==> src/rtl/imem_boot_loader.sv <==
// Byte-stream boot loader: assembles a counted little-endian image into 32-bit words and holds the core in reset until it is loaded.
// Latency: 1 cycle from the 4th byte of a word to its imem_wr strobe; done/cpu_reset release 1 cycle after the last write.
// Backpressure: in_ready is registered and drops only once the image is complete or rejected; the memory port never stalls.
// Optional IMEM_BOOT_LOADER_CHECKSUM_EN: a trailing XOR byte must match before the core is released.
module imem_boot_loader #(
    parameter logic [31:0] BASE_ADDR = 32'h0000_0000,
    parameter int unsigned MAX_WORDS = 16384
) (
    input  logic        clk,
    input  logic        reset,
    input  logic        in_valid,
    input  logic [7:0]  in_data,
    output logic        in_ready,
    output logic        imem_wr,
    output logic [31:0] imem_waddress,
    output logic [31:0] imem_datain,
    output logic        cpu_reset,
    output logic        done,
    output logic        error,
    output logic [15:0] words_loaded
);

    typedef enum logic [2:0] {HDR0, HDR1, DATA, FIN, CSUM, DONE, ERROR} state_t;

    state_t      state_q, state_d;
    logic [15:0] n_q, n_d;
    logic [1:0]  b_q, b_d;
    logic [23:0] word_q, word_d;
    logic        in_ready_q, in_ready_d;
    logic        wr_q, wr_d;
    logic [31:0] addr_q, addr_d;
    logic [31:0] dat_q, dat_d;
    logic        cpu_reset_q, cpu_reset_d;
    logic        done_q, done_d;
    logic        error_q, error_d;
    logic [15:0] words_q, words_d;
    logic        accept;
    logic [15:0] hdr_n;
`ifdef IMEM_BOOT_LOADER_CHECKSUM_EN
    logic [7:0]  csum_q, csum_d;
`endif

    assign accept = in_valid && in_ready_q;
    assign hdr_n  = {in_data, n_q[7:0]};

    always_comb begin
        state_d = state_q;
        n_d     = n_q;
        b_d     = b_q;
        word_d  = word_q;
        wr_d    = 1'b0;
        addr_d  = addr_q;
        dat_d   = dat_q;
        words_d = words_q;
`ifdef IMEM_BOOT_LOADER_CHECKSUM_EN
        csum_d  = csum_q;
        if (accept && (state_q == HDR0 || state_q == HDR1 || state_q == DATA))
            csum_d = csum_q ^ in_data;
`endif
        case (state_q)
            HDR0: if (accept) begin
                n_d[7:0] = in_data;
                state_d  = HDR1;
            end
            HDR1: if (accept) begin
                n_d[15:8] = in_data;
                b_d       = 2'd0;
                if (32'(hdr_n) > 32'(MAX_WORDS)) state_d = ERROR;
                else if (hdr_n == 16'd0)         state_d = FIN;
                else                             state_d = DATA;
            end
            DATA: if (accept) begin
                b_d = b_q + 2'd1;
                case (b_q)
                    2'd0: word_d[7:0]   = in_data;
                    2'd1: word_d[15:8]  = in_data;
                    2'd2: word_d[23:16] = in_data;
                    default: begin
                        wr_d    = 1'b1;
                        dat_d   = {in_data, word_q};
                        addr_d  = BASE_ADDR + {14'b0, words_q, 2'b00};
                        words_d = words_q + 16'd1;
                        if (words_q + 16'd1 == n_q) state_d = FIN;
                    end
                endcase
            end
            // One settling cycle after the final write so release never overlaps it.
`ifdef IMEM_BOOT_LOADER_CHECKSUM_EN
            FIN:  state_d = CSUM;
            CSUM: if (accept) state_d = (in_data == csum_q) ? DONE : ERROR;
`else
            FIN:  state_d = DONE;
`endif
            default: state_d = state_q;
        endcase

        in_ready_d  = (state_d == HDR0) || (state_d == HDR1) || (state_d == DATA)
`ifdef IMEM_BOOT_LOADER_CHECKSUM_EN
                      || (state_d == CSUM)
`endif
                      ;
        done_d      = (state_d == DONE);
        error_d     = (state_d == ERROR);
        cpu_reset_d = (state_d != DONE);
    end

    always_ff @(posedge clk or posedge reset) begin
        if (reset) begin
            state_q     <= HDR0;
            n_q         <= 16'd0;
            b_q         <= 2'd0;
            word_q      <= 24'd0;
            in_ready_q  <= 1'b0;
            wr_q        <= 1'b0;
            addr_q      <= BASE_ADDR;
            dat_q       <= 32'd0;
            cpu_reset_q <= 1'b1;
            done_q      <= 1'b0;
            error_q     <= 1'b0;
            words_q     <= 16'd0;
`ifdef IMEM_BOOT_LOADER_CHECKSUM_EN
            csum_q      <= 8'd0;
`endif
        end else begin
            state_q     <= state_d;
            n_q         <= n_d;
            b_q         <= b_d;
            word_q      <= word_d;
            in_ready_q  <= in_ready_d;
            wr_q        <= wr_d;
            addr_q      <= addr_d;
            dat_q       <= dat_d;
            cpu_reset_q <= cpu_reset_d;
            done_q      <= done_d;
            error_q     <= error_d;
            words_q     <= words_d;
`ifdef IMEM_BOOT_LOADER_CHECKSUM_EN
            csum_q      <= csum_d;
`endif
        end
    end

    assign in_ready      = in_ready_q;
    assign imem_wr       = wr_q;
    assign imem_waddress = addr_q;
    assign imem_datain   = dat_q;
    assign cpu_reset     = cpu_reset_q;
    assign done          = done_q;
    assign error         = error_q;
    assign words_loaded  = words_q;

endmodule

==> config.mk <==
export PLATFORM = sky130hd
export DESIGN_NAME = imem_boot_loader
export DESIGN_NICKNAME = d
export VERILOG_FILES = /design/src/rtl/imem_boot_loader.sv
export SDC_FILE = /design/constraint.sdc
export NUM_CORES = 1
export LEC_CHECK = 0
export BUFFER_PORTS_ARGS = -buffer_cell sky130_fd_sc_hd__buf_2
export CAP_MARGIN = 10
export CORE_MARGIN = 3
export CORE_UTILIZATION = 40
export CTS_BUF_LIST = sky130_fd_sc_hd__clkbuf_8
export CTS_CLUSTER_DIAMETER = 200
export CTS_CLUSTER_SIZE = 20
export DETAILED_ROUTE_END_ITERATION = 8
export GPL_TIMING_DRIVEN = 0
export MAX_ROUTING_LAYER = met4
export PLACE_DENSITY = 0.65
export SLEW_MARGIN = 10
export SYNTH_ARGS = -nofsm -noshare
export SYNTH_HDL_FRONTEND = slang
export SYNTH_SLANG_ARGS = --single-unit
export TNS_END_PERCENT = 1
==> constraint.sdc <==
create_clock -name clk -period 3.8 [get_ports clk]
set_clock_uncertainty 0.15 [all_clocks]
set_input_delay 0.38 -clock clk [delete_from_list [all_inputs] [get_ports clk]]
set_output_delay 0.38 -clock clk [all_outputs]
set_load 0.005 [all_outputs]
# Yosys cells after proc, flatten, opt, wreduce, memory -nomap -nowiden
# Index checks and enable logic that the tools add are counted.
classes:
  bitwise_logic: 1
  shift: 0
  div_mod_pow: 0
  n_mux: 14
  multipliers: 0
  addsub: 2
  n_eq_ne: 13
  magnitude_cmp: 1
  reduce_logical: 16
op_table:
  columns: ["cell", "n"]
  rows:
  - ["$mux W3", 6]
  - ["$add A16 B1 Y16 const B", 1]
  - ["$eq A16 B16 Y1", 1]
  - ["$gt A16 B15 Y1 const B", 1]
  - ["$logic_not A16 Y1", 1]
  - ["$reduce_and A3 Y1", 5]
  - ["$pmux W3 S4", 1]
  - ["$eq A3 B2 Y1 const B", 3]
  - ["$eq A3 B1 Y1 const B", 2]
  - ["$eq A3 B3 Y1 const B", 2]
  - ["$logic_not A3 Y1", 2]
  - ["$mux W1", 4]
  - ["$mux W2", 2]
  - ["$ne A2 B2 Y1 const B", 2]
  - ["$pmux W2 S2", 1]
  - ["$reduce_and A2 Y1", 2]
  - ["$ne A3 B3 Y1 const B", 1]
  - ["$reduce_or A3 Y1", 1]
  - ["$add A2 B1 Y2 const B", 1]
  - ["$eq A2 B1 Y1 const B", 1]
  - ["$eq A2 B2 Y1 const B", 1]
  - ["$logic_not A2 Y1", 1]
  - ["$logic_or A1 B1 Y1", 2]
  - ["$reduce_bool A2 Y1", 1]
  - ["other kinds (2)", 2]
totals:
  latch_bits: 0
  ramBits: 0
  wordCells: 62
  rom_bits: 0
  ff_bits: 114
  input_bits: 11
  out_inout_bits: 85
  n_memories: 0

# Longest topological paths before layout
logic_depth:
  depth_word: 9
  mapped_depth: 9
  mapped_depth_nobuf: 7

# Least setup slack after synthesis
# Ideal clock, no wire load.
synth_path:
  path_kind: "reg2reg"
  startpoint: "register words_q[0] (netlist: words_loaded[0])"
  endpoint: "register in_ready_q (netlist: in_ready)"
  t_arrival_ps: 2206
  synth_period_minus_slack_ps: 2478
  path_buffers: 0
  stages_incl_launch_ff: 7
  path_slack_ps: 1322
  path_cell_list: "dfrtp_1 > ha_1 > nand3_2 > or4_1 > a211o_1 > a2111o_1 > o2bb2ai_1"
synth_between:
  elab_chain_len: 9
  elab_cells_between_ends: 11
  cone_classes: "add/sub (1); eq/ne (3); mux (4); reduce/logical (3)"
synth_lines:
  columns: ["item", "line_no", "rtl"]
  rows:
  - ["start: declaration", "36", "logic [15:0] words_q, words_d;"]
  - ["start signal: assignment", "136", "words_q <= words_d;"]
  - ["$add A16 B1 Y16 (*)", "83", "if (words_q + 16'd1 == n_q) state_d = FIN;"]
  - ["$eq A16 B16 Y1 (*)", "83", null]
  - ["$mux W3 (*)", "83", null]
  - ["$mux W3 (*)", "74", "case (b_q)"]
  - ["$mux W3 (*)", "72", "DATA: if (accept) begin"]
  - ["$pmux W3 S4 (*)", "60", "case (state_q)"]
  - ["$eq A3 B1 Y1 / $logic_not A3 Y1 (equally long branches)", "97", "in_ready_d = (state_d == HDR0) || (state_d == HDR1) || (state_d == DATA)"]
  - ["$logic_or A1 B1 Y1", "97", null]
  - ["$logic_or A1 B1 Y1 (*)", "97", null]
  - ["named net in_ready_d", "29", "logic in_ready_q, in_ready_d;"]
  - ["end signal: assignment", "129", "in_ready_q <= in_ready_d;"]
  - ["end: declaration", "29", null]
# Mark *: on every way through the listed nets, which the timed path passes. The rest lies on a longest branch.
# A chain may end at the register's enable or synchronous reset.

# Final worst setup path
# Ends and elaborated chain as after synthesis.

==> impl_metrics.py <==
metrics = {
    "power": {
        "leakage_nw": 3.32,
        "powerDensity_nw_per_um2": 500,
        "peakVddDrop_mv": 0.262,
        "finalPower_mw": 3.15,
    },
    "layout": {
        "finalInstanceArea_sq_um": 6300,
        "area_delta_synth_final_pct": 22.7,
        "antennaDiodeCount": 0,
        "nets": 526,
        "final_layout_size_suffix_gt1_share_pct": 42.0,
        "num-fill-cells": 1100,
    },
    "synthesis": {
        "synth_top_area_share_pct": 55.1,
        "ys.flop_type": "dfrtp_1",
        "synth_top_family_by_area": "multiplexers",
        "synth_compound_area_share_pct": 3.63,
        "synth_area_leaders": "dfrtp_1, mux2_2, xnor2_1, xor2_1, buf_4",
        "yosys.area_share.adder_pct": 1.22,
        "postSynthAreaPerCell_sq_um": 13.0,
        "synth_common_cells": "dfrtp_1, mux2_2, nand2_1, xnor2_1, buf_4",
        "synth.area.mux_share_pct": 19.7,
        "ys_seq_elements": 114,
        "synth.most_common_cell": "dfrtp_1",
        "synth.cell_area_sq_um": 5130,
        "synth-xor-area-share_pct": 5.97,
        "synth_top_area_cell": "dfrtp_1",
        "synthArstFlopShare_pct": 100,
        "yosys.cell_types.count": 52,
        "synth-edff-count": 0,
        "synthCells": 395,
        "yosysSeqAreaShare_pct": 55.6,
        "synth_warnings": 0,
        "synth_simple_gate_area_share_pct": 9.60,
    },
    "critical_path": {
        "cp_data_arrival_time_ps": 2980,
        "crit_path_end_kind": "flip-flop",
        "critPathRequiredTime_ps": 3970,
        "crit_path_start_kind": "flip-flop",
        "critPathKind": "reg -> reg",
        "cpPeakStageDelay_ps": 560,
        "cp_top_family": "compound AO/OA/AOI/OAI gates",
        "cp_cell_sequence": "ha_1 -> nand3_2 -> or4_1 -> a211o_1 -> a2111o_1 -> o2bb2ai_1",
        "crit_buf_inv": 0,
        "crit_slowest_cell": "or4_1",
        "crit_fanout": 8,
    },
    "grt": {
        "top_usage_layer": "met2",
        "grt_start_max_net_pins": 93,
        "grtUsageTotal_pct": 17.2,
        "antenna_found_initial": 0,
        "grt_pass1_wl_um": 18600,
        "gr-usage-met1_pct": 22.8,
        "use_met3_pct": 4.23,
        "grt_pass1_vias": 3549,
        "gr-usage-met2_pct": 25.2,
        "globalRouteOverflowTotal": 0,
    },
    "detailed_routing": {
        "drt-total-wl_um": 11200,
        "dr_total_vias": 3443,
        "dr.first_iter.drc_count": 178,
        "vias_per_cell": 4.99,
        "ant_nets": 0,
        "drt_drc_violations_left": 0,
        "wire_per_inst_um": 16.3,
        "drt_pass1_iterations": 4,
    },
    "placement": {
        "port_buffers": 79,
        "pre_cts_ws_ps": 1030,
        "place_area_sq_um": 5830,
        "dp_hpwl_um": 7690,
        "routabilityCongestion": 0.860,
    },
    "sta": {
        "finalSetupViolations": 0,
        "rsz0062_at_grt": "false",
        "timing.hold.ws_ps": 146,
        "fin_setup_tns_ps": 0,
        "slew_headroom_pct": 42.1,
        "finalCritPeriodShare_pct": 73.9,
        "setup_ws_ps": 990,
        "fmax_ghz": 0.356,
        "min_period_ps": 2810,
        "hold_viol_final": 0,
        "drv_slew": 0,
        "max_slew.worst_pin.slew_ps": 864,
    },
    "die": {
        "start_util_pct": 41.9,
        "rows": 40,
        "die_area_sq_um": 14200,
        "die_h_um": 119,
        "core_sq_um": 12300,
        "boundaryPins": 96,
        "die_w_um": 119,
    },
    "clock_network": {
        "cts_tree": "built",
        "post-cts-setup-buffer-count": 0,
        "cts_resized": 0,
        "cts-root-buf": "clkbuf_8",
        "cts_buffers": 17,
        "cts.clk_slew.worst_paths_ps": 70,
        "clock_path_buffers": 2,
        "clock_sinks": 114,
        "cts_hold_buffers": 1,
        "htreeDepth": 4,
        "clock_latency_ps": 430,
    },
    "flow_run": {
        "drv_cap": 0,
    },
    "run_status": {
        "status": "completed",
    },
    "hold_path": {
        "min_path_type": "in -> reg",
    },
}
## sequential cells by signal, summed over array words and instances, names as in the netlist
| name | flops |
|---|---|
| imem_wr | 1 |
| imem_datain | 32 |
| n_q | 16 |
| state_q | 3 |
| error | 1 |
| word_q | 24 |
| b_q | 2 |
| cpu_reset | 1 |
| in_ready | 1 |
| words_loaded | 16 |
| done | 1 |
| imem_waddress | 16 |
## power by group
part / total [mW] / switching (mW) / internal (mW) / leakage (nW)
clock network: 1.32 / 0.491 / 0.825 / 0.241
registers: 1.42 / 0.0889 / 1.33 / 1.55
logic: 0.416 / 0.207 / 0.209 / 1.52
total: 3.15 / 0.787 / 2.36 / 3.32
## cells by family (layout without fill, tap and decap cells)
group,Yosys count,in the layout
buffers and inverters,38,150
muxes,90,90
other,1,16
DFF,114,114
adders and majority gates,5,5
and+or+nand+nor,87,87
AOI/OAI and AO/OA,25,25
xor gates and xnor gates,35,35
## layout by cell type, fill, tap and decap left out, drive strengths merged, types with 2 or more instances in the layout
master and count:
dfrtp 113, buf 105, mux2 90, clkbuf 27, nand2 20, xnor2 20
conb 16, xor2 15, nor2 14, nand3 9, inv 8, nand4 6
nor4 5, o21ai 5, ha 5, bufinv 5, nor3 5, and4 4
clkinv 4, and3b 3, nand2b 3, a21o 3, nor2b 3, a21oi 3
and3 3, nand3b 2, or4 2, and2 2, nor3b 2, nor4b 2
o22ai 2, a2111o 2
## routing by layer
metal | up-vias | wire length, um
li1 | 1600 | -
met1 | 1710 | 5100
met2 | 115 | 5200
met3 | 18 | 729
met4 | 0 | 203
met5 | - | 0
## through the flow
stage | utilization, % | instances
3_5_place_dp | 47.5 | 658
2_1_floorplan | - | 410
6_report | 51.4 | 690
4_1_cts | 51.4 | 690
5_1_grt | 51.4 | 690
3_3_place_gp | 47.3 | 657
## worst paths after layout
path / startpoint / to / slack, ps / depth (start not counted)
setup / recovery: words_loaded[0] / in_ready / 990 / 6
setup reg to reg: words_loaded[0] / in_ready / 990 / 6
max in group asynchronous: reset / words_loaded[2] / 2520 / 4
hold / removal: in_data[1] / imem_datain[25] / 150 / 2
min in group asynchronous: reset / words_loaded[4] / 290 / 3
hold reg to reg: imem_datain[24] / imem_datain[24] / 330 / 1
## layout make-up
cell class	instances	area, sq um	share of cell area (%)
Buffer	32	193	3.06
Clock buffer	20	275	4.37
Clock inverter	11	185	2.94
Inverter	6	27.5	0.437
Multi-Input combinational cell	258	2120	33.7
Sequential cell	114	2850	45.3
Tap cell	168	210	3.34
Timing Repair Buffer	81	433	6.87
Power figures use the tool's default switching activity.
